### config.mk
export PLATFORM = sky130hd
export DESIGN_NAME = lc3b_fetch_stage
export DESIGN_NICKNAME = d
export VERILOG_FILES = /design/src/rtl/lc3b_types_pkg.sv /design/src/rtl/lc3b_fetch_hold.sv /design/src/rtl/lc3b_fetch_stage.sv
export SDC_FILE = /design/constraint.sdc
export NUM_CORES = 1
export LEC_CHECK = 0
export BUFFER_PORTS_ARGS = -buffer_cell sky130_fd_sc_hd__buf_2
export CAP_MARGIN = 20
export CORE_ASPECT_RATIO = 1.5
export CORE_MARGIN = 4
export CORE_UTILIZATION = 40
export CTS_CLUSTER_SIZE = 24
export DETAILED_ROUTE_END_ITERATION = 8
export GPL_TIMING_DRIVEN = 0
export HOLD_SLACK_MARGIN = 0.08
export PLACE_DENSITY = 0.65
export SLEW_MARGIN = 20
export SYNTH_ARGS = -nofsm -noshare
export SYNTH_HDL_FRONTEND = slang
export SYNTH_SLANG_ARGS = --single-unit
export TNS_END_PERCENT = 1
### constraint.sdc
create_clock -name clk -period 3.3 [get_ports clk]
set_input_delay 0.33 -clock clk [delete_from_list [all_inputs] [get_ports clk]]
set_output_delay 0.33 -clock clk [all_outputs]
set_load 0.005 [all_outputs]
### src/rtl/lc3b_types_pkg.sv
// Shared LC-3b types used by the fetch stage: machine word, opcode field, fetch FSM states.
package lc3b_types;

  typedef logic [15:0] lc3b_word;

  typedef enum logic [3:0] {
    op_br   = 4'h0,
    op_add  = 4'h1,
    op_ldb  = 4'h2,
    op_stb  = 4'h3,
    op_jsr  = 4'h4,
    op_and  = 4'h5,
    op_ldr  = 4'h6,
    op_str  = 4'h7,
    op_rti  = 4'h8,
    op_not  = 4'h9,
    op_ldi  = 4'ha,
    op_sti  = 4'hb,
    op_jmp  = 4'hc,
    op_shf  = 4'hd,
    op_lea  = 4'he,
    op_trap = 4'hf
  } lc3b_opcode;

  typedef enum logic [1:0] {
    fs_req,
    fs_idle,
    fs_drop
  } lc3b_fetch_state;

  localparam lc3b_word RESET_PC_DEFAULT = 16'h0000;

  // Next sequential instruction address; wraps modulo 2^16, bit 0 is not touched.
  function automatic lc3b_word pc_inc(input lc3b_word addr);
    return addr + 16'd2;
  endfunction

endpackage

### src/rtl/lc3b_fetch_hold.sv
// One-entry skid register that parks a fetched word while decode is stalled.
module lc3b_fetch_hold
  import lc3b_types::*;
(
  input  logic     clk,
  input  logic     reset,
  input  logic     load_i,
  input  logic     drain_i,
  input  logic     clear_i,
  input  lc3b_word pc_i,
  input  lc3b_word ir_i,
  output lc3b_word pc_o,
  output lc3b_word ir_o,
  output logic     valid_o
);

  lc3b_word pc_q, ir_q;
  logic     valid_q;

  // Clear (redirect) and drain both empty the entry and take priority over a load.
  always_ff @(posedge clk or posedge reset) begin
    if (reset) begin
      valid_q <= 1'b0;
      pc_q    <= '0;
      ir_q    <= '0;
    end else if (clear_i || drain_i) begin
      valid_q <= 1'b0;
    end else if (load_i) begin
      valid_q <= 1'b1;
      pc_q    <= pc_i;
      ir_q    <= ir_i;
    end
  end

  assign pc_o    = pc_q;
  assign ir_o    = ir_q;
  assign valid_o = valid_q;

endmodule

### src/rtl/lc3b_fetch_stage.sv
// LC-3b instruction fetch: imem read handshake, PC, stall skid buffer, redirect flush,
// and the IF/ID pipeline register.
module lc3b_fetch_stage
  import lc3b_types::*;
#(
  parameter lc3b_word RESET_PC = RESET_PC_DEFAULT
) (
  input  logic       clk,
  input  logic       reset,
  output lc3b_word   imem_address,
  output logic       imem_read,
  input  logic       imem_resp,
  input  lc3b_word   imem_rdata,
  input  logic       stall,
  input  logic       redirect,
  input  lc3b_word   redirect_pc,
  output logic       if_id_valid,
  output lc3b_word   if_id_pc,
  output lc3b_word   if_id_ir,
  output lc3b_opcode if_id_opcode
);

  lc3b_fetch_state state_q, state_d;
  lc3b_word        pc_q, pc_d;
  lc3b_word        req_addr_q, req_addr_d;
  logic            if_id_valid_q, if_id_valid_d;
  lc3b_word        if_id_pc_q, if_id_pc_d;
  lc3b_word        if_id_ir_q, if_id_ir_d;

  logic     hold_load, hold_drain, hold_clear, hold_valid;
  lc3b_word hold_pc, hold_ir;

  lc3b_fetch_hold u_hold (
    .clk     (clk),
    .reset   (reset),
    .load_i  (hold_load),
    .drain_i (hold_drain),
    .clear_i (hold_clear),
    .pc_i    (pc_inc(req_addr_q)),
    .ir_i    (imem_rdata),
    .pc_o    (hold_pc),
    .ir_o    (hold_ir),
    .valid_o (hold_valid)
  );

  always_ff @(posedge clk or posedge reset) begin
    if (reset) begin
      state_q       <= fs_req;
      pc_q          <= RESET_PC;
      req_addr_q    <= RESET_PC;
      if_id_valid_q <= 1'b0;
      if_id_pc_q    <= '0;
      if_id_ir_q    <= '0;
    end else begin
      state_q       <= state_d;
      pc_q          <= pc_d;
      req_addr_q    <= req_addr_d;
      if_id_valid_q <= if_id_valid_d;
      if_id_pc_q    <= if_id_pc_d;
      if_id_ir_q    <= if_id_ir_d;
    end
  end

  always_comb begin
    state_d       = state_q;
    pc_d          = pc_q;
    req_addr_d    = req_addr_q;
    if_id_valid_d = if_id_valid_q;
    if_id_pc_d    = if_id_pc_q;
    if_id_ir_d    = if_id_ir_q;
    hold_load     = 1'b0;
    hold_drain    = 1'b0;
    hold_clear    = 1'b0;

    if (redirect) begin
      if_id_valid_d = 1'b0;
      hold_clear    = 1'b1;
      pc_d          = redirect_pc;
      unique case (state_q)
        // A read still in flight must finish on its old address, so park in DROP.
        fs_req: begin
          if (imem_resp) req_addr_d = redirect_pc;
          else           state_d    = fs_drop;
        end
        fs_idle: begin
          state_d    = fs_req;
          req_addr_d = redirect_pc;
        end
        default: ;
      endcase
    end else begin
      unique case (state_q)
        fs_req: begin
          if (imem_resp) begin
            pc_d = pc_inc(req_addr_q);
            if (!stall) begin
              if_id_valid_d = 1'b1;
              if_id_pc_d    = pc_inc(req_addr_q);
              if_id_ir_d    = imem_rdata;
              req_addr_d    = pc_inc(req_addr_q);
            end else begin
              hold_load = 1'b1;
              state_d   = fs_idle;
            end
          end else if (!stall) begin
            if_id_valid_d = 1'b0;
          end
        end
        fs_idle: begin
          if (!stall && hold_valid) begin
            if_id_valid_d = 1'b1;
            if_id_pc_d    = hold_pc;
            if_id_ir_d    = hold_ir;
            hold_drain    = 1'b1;
            state_d       = fs_req;
            req_addr_d    = pc_q;
          end
        end
        fs_drop: begin
          if (imem_resp) begin
            state_d    = fs_req;
            req_addr_d = pc_q;
          end
        end
        default: state_d = fs_req;
      endcase
    end
  end

  assign imem_read    = (state_q != fs_idle);
  assign imem_address = req_addr_q;
  assign if_id_valid  = if_id_valid_q;
  assign if_id_pc     = if_id_pc_q;
  assign if_id_ir     = if_id_ir_q;
  assign if_id_opcode = lc3b_opcode'(if_id_ir_q[15:12]);

endmodule

==> key figures, run 1 <==
Status
  – Result of the run: complete, no violations

Setup path
  – Critical path startpoint: state_q[0]
  – Crit path arrival time: 2.81 ns
  – Flop-to-flop setup slack: approximately 0.72 ns
  – Crit path to: imem_address[3]
  – Cell chain of the critical path: inv_1 > ha_1 > clkinv_1 > o22ai_4 > a21boi_4 > o211ai_1 > o21a_1
  – Source of the worst register-to-register timing path: state_q[0]
  – Required time worst endpoint: around 3.5 ns
  – Count of cells along the worst register-to-register path: 7
  – Largest fanout on the critical path: 10
  – Worst Setup End Kind: register
  – Highest-delay cell along the critical path: dfrtp_1
  – Path type of the worst setup path: reg -> reg
  – Largest stage delay, worst path: 0.48 ns
  – Nature of the critical path startpoint: register
  – Worst R2R End: imem_address[3]

Timing
  – Tcrit/Tclk final: 0.783
  – PnR worst setup slack: 0.716 ns
  – Setup TNS Final: 0 ns
  – Worst Tran Pin Value: 0.829 ns
  – Final Hold Fails: 0
  – Number of slew-limit violations in the final report: 0
  – Unrepaired setup endpoints after global routing: false
  – Clock skew after layout: roughly 0.0086 ns
  – Final setup violation count: 0
  – Min Clock Period, post-route: 2.58 ns
  – Slew margin rel.: 0.447
  – Highest Clock Rate: 0.387 GHz

Floorplan
  – Vertical die dimension: 145 um
  – Die outline area: 0.0144 mm2
  – Floorplan row count: 49
  – Effective utilization at floorplan: 0.413
  – Number of top-level pins: 91
  – Chip width: ~99 um
  – Core box area: 0.0121 mm2

Routing
  – DRC violation total after the first TritonRoute iteration: around 190
  – Via count normalized by instance count: 5.49
  – Routed vias: 4223
  – Total wire length after detailed routing: 13.4 mm
  – Post-detailed-route count of antenna-violating nets: 0
  – DRC: 0
  – Average wire length per cell after detail routing: 17.4 um
  – Total iterations of the first detailed-routing run: 4

Global routing
  – Initial antenna violation count: 0
  – First-pass GRT wire length: 21.7 mm
  – Via count of the first global-routing pass: ~4300
  – Tot GR Track Use: 0.189
  – Total congestion overflow: 0
  – Maximum number of pins on one net before global-route repair: between 70 and 80

Clocking
  – Insertion delay to the later sink of the worst-skew pair: 0.34 ns
  – Root Driver: clkbuf_16
  – CTS tree: done
  – Maximum level of the CTS H-tree: 3
  – Clk sinks: 100
  – Maximum root-to-sink buffer count: 2
  – TritonCTS buffer count: 9
  – Worst-path clk slew: 0.07 ns

Logic synthesis
  – Number of flops mapped to enable cells by yosys: 0
  – Proportion of netlist area held by the largest area contributor: 0.500
  – Number of warning messages in the yosys log: 0
  – Synthesized instance count: 510
  – Library cell with the largest summed area after synthesis: dfrtp_1
  – Share of flip-flops with an asynchronous set or reset: 1.00
  – Top cells by area in the synthesized netlist: dfrtp_1 50%, o21ai_0 6.7%, nand2_1 5.6%, mux2_2 5.4%, mux2i_1 4.8%
  – Avg Cell Area, Syn: 9.82 um2
  – Net count of the mapped netlist: 551
  – Primary FF master, synth: dfrtp_1
  – Sequential cell area fraction in the yosys report: 0.500
  – Count of state elements after synthesis: 100
  – Distinct cells, synth: 55
  – Cell area after synthesis: around 0.005 mm2

Cells and area
  – Share of post-route cells with drive strength above 1: 0.250
  – Final net count: ~650
  – Post-route cell area: 0.00595 mm2
  – Antenna fix cells: 0
  – Number of inserted filler cells in the final layout: between 1000 and 1500
  – Synthesis-to-finish area growth: 18.7%

Power and ir drop
  – Clock network power share: 0.179
  – Cell internal pwr: about 3.3 mW
  – Static leakage power: between 2 and 3 nW
  – Power spent charging and discharging nets: 2.13 mW
  – Switching share of power: 0.395
  – Power density over the cells: 906 mW/mm2
  – VDD IR max: 0.352 mV
  – Part of the power in registers: 0.400
  – Logic pwr share: 0.421

Place
  – DP Area: 0.00568 mm2
  – Worst slack after detailed placement: 0.778 ns
  – Estimated wirelength of the detail-placed design: approximately 10 mm
  – Count of port buffers added during placement: slightly below 90
  – Last weighted congestion value of the routability-driven placer: 0.863

Job
  – Max cap viols: 0

Min path
  – Classification of the worst-slack hold path: in -> reg
## cells in the final DEF, fill, tap and decap left out, drive strengths merged, types with 2 or more instances in the layout
cell     synthesis  layout
clkinv           2       4
and2             2       2
o2111ai          2       2
buf             16     106
nand3            9       9
a21o             2       2
nand2b           3       3
mux2            25      25
o311a            2       2
nand2           75      75
nor3             5       5
nor4             3       3
o22a             5       5
o22ai            4       4
nor2b            3       3
o211ai          10      10
nand4            4       4
a31oi            5       5
o21ai           69      69
nor2            38      38
mux2i           24      24
inv             14      15
clkbuf          18      29
o21a             6       6
xnor2            9       9
dfrtp          100     100
ha               4       4
a21oi           25      25
o31ai            3       3
a211oi           6       6
xor2             4       4
a2111oi          2       2
## worst min path at each step
stage | start | end | slack [ns] | cells past startpoint
2_1_floorplan | u_hold.pc_o[10] | u_hold.pc_o[10] | 0.45 | 2
3_3_place_gp | if_id_ir[6] | if_id_ir[6] | 0.46 | 2
3_5_place_dp | reset | if_id_pc[12] | 0.30 | 2
4_1_cts | redirect_pc[13] | pc_q[13] | 0.20 | 2
5_1_grt | redirect_pc[7] | pc_q[7] | 0.21 | 3
6_report | redirect_pc[15] | pc_q[15] | 0.21 | 3
## cell families after synthesis
kind of cell | count (synthesis) | synth area share
compound gates | 149 | 0.193
simple gates | 145 | 0.128
flops | 100 | 0.500
buf+inv | 50 | 0.0432
mux | 49 | 0.104
xor+xnor | 13 | 0.0227
fa+ha+maj | 4 | 0.00999
## power by group through the flow
stage | Clock, mW | Sequential, mW | Combinational (mW)
floorplan | 0 | 2.12 | 1.49
global placement | 0 | 2.14 | 2.21
detailed placement | 0 | 2.18 | 2.28
CTS | 0.984 | 2.15 | 2.29
global route | 1.05 | 2.22 | 2.53
finish | 0.964 | 2.16 | 2.27
## layer usage
metal / GRT usage / up-vias / share of wire
met5: 0 / - / 0
met2: 0.327 / 156 / 0.51
met1: 0.232 / 2045 / 0.41
met3: 0.0341 / 27 / 0.059
li1: - / 1995 / -
met4: 0.0684 / 0 / 0.021
## what timing repair did
| item | 4_1_cts | 5_1_grt |
|---|---|---|
| setup buffers | 0 | 0 |
| resized for setup | 0 | 0 |
| hold endpoints to repair | 22 | 0 |
| hold buffers | 1 | 0 |
## critical path: cells and delay by family (launching register included)
family,cells,cell delay (ns)
flops,1,0.48
buf+inv,2,0.44
fa+ha+maj,1,0.37
compound gates,4,1.17
## registers in the layout, summed over array words and instances (netlist names)
register,flops
if_id_ir,16
if_id_pc,16
if_id_valid,1
imem_address,16
pc_q,16
state_q,2
u_hold.ir_o,16
u_hold.pc_o,16
u_hold.valid_o,1
## cell usage after synthesis, types with 2 or more instances
library cell  instances
dfrtp_1             100
nand2_1              75
o21ai_0              67
nor2_1               37
a21oi_1              25
mux2_2               24
mux2i_1              24
clkbuf_1             18
inv_1                13
o211ai_1             10
nand3_1               9
xnor2_1               9
buf_2                 8
a211oi_1              6
o21a_1                6
a31oi_1               5
buf_4                 5
o22a_1                5
ha_1                  4
nor3_1                4
xor2_1                4
buf_1                 3
nand2b_1              3
nand4_1               3
nor2b_1               3
o22ai_1               3
o31ai_1               3
a21o_1                2
and2_1                2
clkinv_1              2
nor4_2                2
o2111ai_1             2
o311a_1               2
## layout make-up
type | count | area, um2 | area share
clock buffer | 11 | 233 | 0.0391
timing repair buffer | 91 | 483 | 0.0812
sequential | 100 | 2500 | 0.421
tap | 153 | 191 | 0.0322
multi-input combinational | 360 | 2290 | 0.385
clock inverter | 4 | 26.3 | 0.00442
inverter | 16 | 65.1 | 0.0109
buffer | 34 | 156 | 0.0263
## stage by stage
| stage | util | hold WS (ns) | cells | power, mW |
|---|---|---|---|---|
| after CTS | 0.490 | 0.203 | 769 | 5.42 |
| after global routing | 0.490 | 0.210 | 769 | 5.80 |
| after global placement | 0.465 | 0.458 | 752 | 4.36 |
| after detailed placement | 0.468 | 0.299 | 753 | 4.46 |
| after floorplan | - | 0.449 | 510 | 3.60 |
| final | 0.490 | 0.211 | 769 | 5.39 |
Note: power is estimated with default switching activity, not from simulation.
==> inputs of run 2 (changes only) <==
ABC_AREA = 1   (was unset)
PLACE_DENSITY = 0.67   (was 0.65)
clock period = 2.2 ns   (was 3.3 ns; I/O delays follow)
==> run 2 against run 1 <==
  * Worst hold slack worse by 0.12 ns
  * Synthesized area down 1.8%
  * Critical path depth down 1
  * Sequential power up 52%
  * Global-route usage up 0.98 points
  * Final area up 0.72%
  * Synthesized cell count up 20%
  * First-iteration DRC count up 62%
  * Non-clock buffer count up 10
  * Critical path type is now reg -> out
  * Critical endpoint is now imem_read
  * Highest routed layer unchanged
==> key figures, run 2 <==
Floorplan
  – Chip width: 98.5 um (-0.85%)
  – Die outline area: 0.0142 mm2 (-1.7%)
  – Core box area: 0.0120 mm2 (-1.0%)
  – Vertical die dimension: 144 um (-0.88%)
  – Number of top-level pins: 91 (unchanged)
  – Effective utilization at floorplan: 0.409 (-0.00349)
  – Floorplan row count: 49 (unchanged)

Clocking
  – Root Driver: clkbuf_16
  – Insertion delay to the later sink of the worst-skew pair: 0.34 ns (about the same)
  – Maximum level of the CTS H-tree: 3 (unchanged)
  – CTS tree: done
  – Post-CTS setup buffer count: 0 (unchanged)
  – Worst-path clk slew: 0.07 ns (about the same)
  – TritonCTS buffer count: 9 (unchanged)
  – Clk sinks: 100 (unchanged)
  – Maximum root-to-sink buffer count: 2 (unchanged)

Timing
  – Min Clock Period, post-route: 2.13 ns
  – Number of slew-limit violations in the final report: 0 (unchanged)
  – Clock skew after layout: 0.00543 ns (-0.00312 ns)
  – Highest Clock Rate: 0.469 GHz
  – Unrepaired setup endpoints after global routing: true
  – Final setup violation count: 0 (unchanged)
  – Worst Tran Pin Value: 0.566 ns (-0.263 ns)
  – PnR worst setup slack: 0.0677 ns (-0.648 ns)
  – Final Hold Fails: 0 (unchanged)
  – Tcrit/Tclk final: 0.969
  – Slew margin rel.: 0.623 (+0.176)

Logic synthesis
  – Distinct cells, synth: 34 (-38%)
  – Count of state elements after synthesis: 100 (unchanged)
  – Top cells by area in the synthesized netlist: dfrtp_1 51%, nand2_1 17%, nor2_1 4.6%, a31oi_1 3.7%, a21oi_1 2.8%
  – Primary FF master, synth: dfrtp_1
  – Number of warning messages in the yosys log: 0 (unchanged)
  – Adder and majority cell fraction of the synthesized area: 0.0102 (+0.000188)
  – Net count of the mapped netlist: 652 (+18%)
  – Compound-cell area share of the yosys netlist: 0.140 (-0.0523)
  – Sequential cell area fraction in the yosys report: 0.509 (+0.00941)
  – Cell area after synthesis: 0.00492 mm2 (-1.8%)
  – Cell with the most instances after synthesis: nand2_1
  – Proportion of netlist area held by the largest area contributor: 0.509 (+0.00941)
  – Number of flops mapped to enable cells by yosys: 0 (unchanged)
  – Post-synthesis share of cell area spent on and, or, nand and nor gates: 0.264 (+0.136)
  – Cell types with the highest counts after synthesis: 224 x nand2_1, 100 x dfrtp_1, 60 x nor2_1
  – Library cell with the largest summed area after synthesis: dfrtp_1
  – Combinational family with the most area after synthesis: simple AND/OR/NAND/NOR gates
  – Synthesized instance count: 611 (+20%)
  – Share of the synthesized netlist area taken by xor and xnor gates: 0.0125 (-0.0103)
  – Share of flip-flops with an asynchronous set or reset: 1.00 (unchanged)
  – Fraction of synthesized area in multiplexers: 0 (-0.104)
  – Avg Cell Area, Syn: 8.05 um2 (-18%)

Setup path
  – Flop-to-flop setup slack: 0.15 ns (-0.57 ns)
  – Required time worst endpoint: 1.98 ns (-1.55 ns)
  – Source of the worst register-to-register timing path: state_q[0]
  – Worst Setup End Kind: output port
  – Worst R2R End: pc_q[12]
  – Crit path arrival time: 1.91 ns (-0.90 ns)
  – Nature of the critical path startpoint: register
  – Path type of the worst setup path: reg -> out
  – Largest fanout on the critical path: 10 (unchanged)
  – Count of cells along the worst register-to-register path: 8 (+1)

Routing
  – Routed vias: 4532 (+7.3%)
  – Post-detailed-route count of antenna-violating nets: 0 (unchanged)
  – Average wire length per cell after detail routing: 15.4 um (-11%)
  – Total iterations of the first detailed-routing run: 5 (+1)
  – DRC: 0 (unchanged)
  – DRC violation total after the first TritonRoute iteration: 315 (+62%)
  – Total wire length after detailed routing: 13.5 mm (+1.2%)
  – Via count normalized by instance count: 5.16 (-6.1%)

Min path
  – Hold Crit Endpoint: u_hold.ir_o[0]
  – Classification of the worst-slack hold path: in -> reg
  – Worst Hold Launch: imem_rdata[0]
  – Hold Crit Depth: 3 (unchanged)

Global routing
  – Initial antenna violation count: 0 (unchanged)
  – First-pass GRT wire length: 22.5 mm (+3.5%)
  – Via count of the first global-routing pass: 4460 (+3.1%)
  – Maximum number of pins on one net before global-route repair: 35 (-56%)
  – Tot GR Track Use: 0.198 (+0.00982)
  – Total congestion overflow: 0 (unchanged)

Cells and area
  – Antenna fix cells: 0 (unchanged)
  – Synthesis-to-finish area growth: 21.8%
  – Share of post-route cells with drive strength above 1: 0.223 (-0.0269)
  – Number of inserted filler cells in the final layout: 1204 (+3.9%)
  – Most frequent standard cell in the layout excluding fill and tap cells: nand2_1
  – Fin util: 0.499 (+0.00854)
  – Final net count: 762 (+17%)
  – Most frequent cells in the layout: 223 x nand2_1, 100 x dfrtp_1, 97 x buf_2

Status
  – Result of the run: complete, no violations

Place
  – Estimated wirelength of the detail-placed design: 10.2 mm (+0.52%)
  – Count of port buffers added during placement: 90 (+1.1%)
  – Worst slack after detailed placement: -0.0736 ns (-0.852 ns)
  – Last weighted congestion value of the routability-driven placer: 0.883 (+2.3%)

Power and ir drop
  – VDD IR max: 0.626 mV (+78%)
  – Power density over the cells: 1440 mW/mm2 (+59%)
  – Static leakage power: 2.99 nW (+13%)

Job
  – Max cap viols: 0 (unchanged)
==> run 2: cell types whose count changed after synthesis, sizes merged, moves of 5 or more <==
cell / delta
nor2: +27
a31oi: +24
mux2: -25
xnor2: -5
or2: +8
o21a: -5
o22a: -5
a211oi: -6
mux2i: -24
inv: +12
nand2: +151
buf: +5
o21ai: -30
==> run 2: routing by layer <==
metal	routed length, um	GRT usage	up-vias
met4	293	0.0878	0
met2	6990	0.346	145
met3	660	0.0325	21
li1	-	-	2213
met5	0	0	-
met1	5600	0.241	2153
==> run 2: cell families after synthesis <==
family	after synthesis
and+or+nand+nor	320
AOI/OAI and AO/OA	118
DFF	100
buffers and inverters	62
xor gates and xnor gates	7
adders and majority gates	4
==> run 2: cell type report <==
cell class	count	area, um2	area share
flip-flops and latches	100	2500	0.418
inverters	26	101	0.0169
multi-input cells	449	2100	0.351
plain buffers	36	223	0.0372
clock inverters	7	73.8	0.0123
repair buffers	99	571	0.0952
clock buffers	9	225	0.0376
well taps	153	191	0.0320
==> run 2: worst max-delay path: stages, from the launching register on <==
cell and delay, ns:
dfrtp_1 0.38, inv_1 0.09, ha_1 0.21, buf_6 0.15
inv_2 0.13, clkbuf_1 0.40, buf_2 0.20
==> run 2: report_power, final <==
part           internal (mW)  switching [mW]
Clock                  0.888           0.714
Sequential              2.67           0.616
Combinational           1.52            2.22
==> run 2: what timing repair did <==
item | in CTS | in global routing
resized for setup | 1 | 7
cloned | 0 | 0
hold buffers | 6 | 0
endpoints found under the hold margin | 15 | 0
endpoints found under the setup margin | 10 | 40
==> run 2: worst max path at each step <==
stage,end,start,slack [ns],depth (start not counted)
floorplan,if_id_pc[10],state_q[0],0.53,9
global placement,pc_q[9],state_q[0],-0.05,8
detailed placement,pc_q[12],state_q[0],-0.07,8
CTS,u_hold.ir_o[5],state_q[0],0.03,8
global route,imem_read,state_q[1],-0.04,6
finish,imem_read,state_q[1],0.07,6
==> run 2: per-stage QoR <==
step	TNS [ns]	total power [mW]	cell area (um2)	cells	hold WS, ns
finish	0	8.63	5990	879	0.0914
global route	-0.0437	9.37	5990	879	0.0905
CTS	0	8.69	5980	879	0.0816
global placement	-0.366	6.90	5560	854	0.433
detailed placement	-0.484	7.05	5620	857	0.186
floorplan	0	5.67	4920	611	0.330
==> inputs of run 3 (changes only) <==
PLACE_DENSITY = 0.63   (was 0.67)
==> run 3 against run 2 <==
  * Critical path depth unchanged
  * Largest cell class unchanged
  * Die area stayed put
  * Register-to-register slack improved by 0.03 ns
  * Final area is essentially flat
==> key figures, run 3 (same netlist as run 2, synthesis figures left out) <==
Place
  – Worst slack after detailed placement: -0.0706 ns (+0.00306 ns)
  – Last weighted congestion value of the routability-driven placer: 0.884 (+0.17%)
  – DP Area: 0.00562 mm2 (unchanged)
  – Count of port buffers added during placement: 90 (unchanged)
  – Estimated wirelength of the detail-placed design: 10.2 mm (+0.48%)

Cells and area
  – Synthesis-to-finish area growth: 21.9% (about the same)
  – Most frequent standard cell in the layout excluding fill and tap cells: nand2_1
  – Share of post-route cells with drive strength above 1: 0.222 (-0.00123)
  – Final net count: 758 (-0.52%)
  – Footprint of the flip-flops and latches: 0.00250 mm2 (unchanged)
  – Most frequent cells in the layout: 223 x nand2_1, 100 x dfrtp_1, 96 x buf_2
  – Fin util: 0.499 (about the same)
  – Area occupied by multi-input gates: 0.00210 mm2 (unchanged)
  – Post-route cell area: 0.00599 mm2 (about the same)
  – Antenna fix cells: 0 (unchanged)
  – Number of inserted filler cells in the final layout: 1236 (+2.7%)

Setup path
  – Crit path arrival time: 1.85 ns (-0.06 ns)
  – Required time worst endpoint: 1.98 ns (about the same)
  – Cell chain of the critical path: inv_1 > ha_1 > buf_6 > inv_2 > clkbuf_1 > buf_2
  – Worst R2R End: pc_q[14]
  – Worst Setup End Kind: output port
  – CP bufs+invs: 5 (unchanged)
  – Crit path max-delay family: buffers and inverters
  – Largest fanout on the critical path: 10 (unchanged)
  – Path type of the worst setup path: reg -> out
  – Highest-delay cell along the critical path: dfrtp_1
  – Largest stage delay, worst path: 0.38 ns (-0.02 ns)
  – Source of the worst register-to-register timing path: state_q[0]
  – Count of cells along the worst register-to-register path: 8 (unchanged)
  – Nature of the critical path startpoint: register
  – Flop-to-flop setup slack: 0.18 ns (+0.03 ns)

Min path
  – Hold Crit Depth: 3 (unchanged)
  – Worst Hold Launch: imem_rdata[5]
  – Hold Crit Endpoint: u_hold.ir_o[5]
  – Classification of the worst-slack hold path: in -> reg

Clocking
  – Root Driver: clkbuf_16
  – Maximum root-to-sink buffer count: 2 (unchanged)
  – CTS tree: done
  – Maximum level of the CTS H-tree: 3 (unchanged)
  – Insertion delay to the later sink of the worst-skew pair: 0.34 ns (about the same)
  – Worst-path clk slew: 0.07 ns (about the same)
  – Clk sinks: 100 (unchanged)
  – TritonCTS buffer count: 9 (unchanged)

Timing
  – PnR worst setup slack: 0.129 ns (+0.0618 ns)
  – Tcrit/Tclk final: 0.941 (-0.0281)
  – Highest Clock Rate: 0.483 GHz (+3.0%)
  – Clock skew after layout: 0.00363 ns (-0.00180 ns)
  – Slew margin rel.: 0.592 (-0.0303)
  – Worst Tran Pin Value: 0.611 ns (+0.0455 ns)
  – Min Clock Period, post-route: 2.07 ns (-0.0618 ns)
  – Final Hold Fails: 0 (unchanged)
  – Number of slew-limit violations in the final report: 0 (unchanged)
  – Unrepaired setup endpoints after global routing: false
  – Final setup violation count: 0 (unchanged)
  – Hold slack: 0.0901 ns (-0.00133 ns)

Power and ir drop
  – Power density over the cells: 1470 mW/mm2 (+2.3%)
  – Pwr Total: 8.83 mW (+2.4%)
  – VDD IR max: 0.591 mV (-5.5%)
  – Static leakage power: 2.99 nW (about the same)

Floorplan
  – Die outline area: 0.0142 mm2 (unchanged)
  – Floorplan row count: 49 (unchanged)
  – Number of top-level pins: 91 (unchanged)
  – Core box area: 0.0120 mm2 (unchanged)
  – Vertical die dimension: 144 um (unchanged)
  – Chip width: 98.5 um (unchanged)
  – Effective utilization at floorplan: 0.409 (unchanged)

Status
  – Result of the run: complete, no violations

Routing
  – DRC violation total after the first TritonRoute iteration: 206 (-35%)
  – DRC: 0 (unchanged)
  – Total wire length after detailed routing: 13.5 mm (-0.29%)
  – Average wire length per cell after detail routing: 15.5 um (+0.28%)
  – Via count normalized by instance count: 5.07 (-1.7%)
  – Post-detailed-route count of antenna-violating nets: 0 (unchanged)
  – Routed vias: 4429 (-2.3%)
  – Total iterations of the first detailed-routing run: 4 (-1)

Global routing
  – Total congestion overflow: 0 (unchanged)
  – First-pass GRT wire length: 22.4 mm (-0.43%)
  – Via count of the first global-routing pass: 4499 (+0.87%)
  – Initial antenna violation count: 0 (unchanged)
  – Tot GR Track Use: 0.197 (-0.00119)
  – Maximum number of pins on one net before global-route repair: 32 (-8.6%)

Job
  – Max cap viols: 0 (unchanged)
[run 3: cell count changes in the layout (fill, tap and decap cells not counted), sizes merged]
| cell | delta |
|---|---|
| buf | -1 |
| bufinv | +2 |
| clkbuf | +3 |
| clkinv | -3 |
| dlygate4sd3 | -4 |
| inv | -2 |
[run 3: worst reg2reg max path: stages (launching register included)]
cell,delay (ns)
dfrtp_1,0.40
inv_1,0.10
ha_1,0.27
nand2_2,0.23
inv_1,0.17
nor2_2,0.33
buf_4,0.26
nand2_1,0.08
o211ai_1,0.10
[run 3: metal layers]
layer  GRT usage  part of all wire  up-vias
met2       0.350              0.51      137
met3      0.0335             0.046       29
met4      0.0921             0.027        0
met5           0                 0        -
li1            -                 -     2199
met1       0.232              0.41     2064
[run 3: final cells by class]
class                   count  area share
repair buffers             95      0.0885
flip-flops and latches    100       0.417
multi-input cells         449       0.351
clock buffers              11      0.0405
well taps                 153      0.0319
clock inverters             4      0.0163
plain buffers              36      0.0376
inverters                  26      0.0169
[run 3: report_power, final]
part,switching [mW],internal (mW)
Sequential,0.622,2.67
Clock,0.664,1.14
Combinational,2.22,1.52
[run 3: how the worst max path moves through the flow]
stage / from / slack, ns / cells past startpoint / end
2_1_floorplan: state_q[0] / 0.53 / 9 / if_id_pc[10]
3_3_place_gp: state_q[0] / -0.04 / 8 / pc_q[9]
3_5_place_dp: state_q[0] / -0.07 / 8 / pc_q[14]
4_1_cts: state_q[0] / 0.03 / 7 / u_hold.pc_o[2]
5_1_grt: state_q[1] / 0.004 / 6 / imem_read
6_report: state_q[1] / 0.13 / 6 / imem_read
[run 3: timing repair]
action,in CTS,in global routing
setup endpoints to repair,11,34
endpoints found under the hold margin,11,0
gates resized for setup,2,6
hold buffers,2,0
pin swaps,0,0
setup buffers,0,0
[run 3: per-stage QoR]
step                      TNS, ns  cells
after detailed placement   -0.463    857
after global placement     -0.257    854
after CTS                       0    874
after global routing            0    874
after floorplan                 0    611
final                           0    874
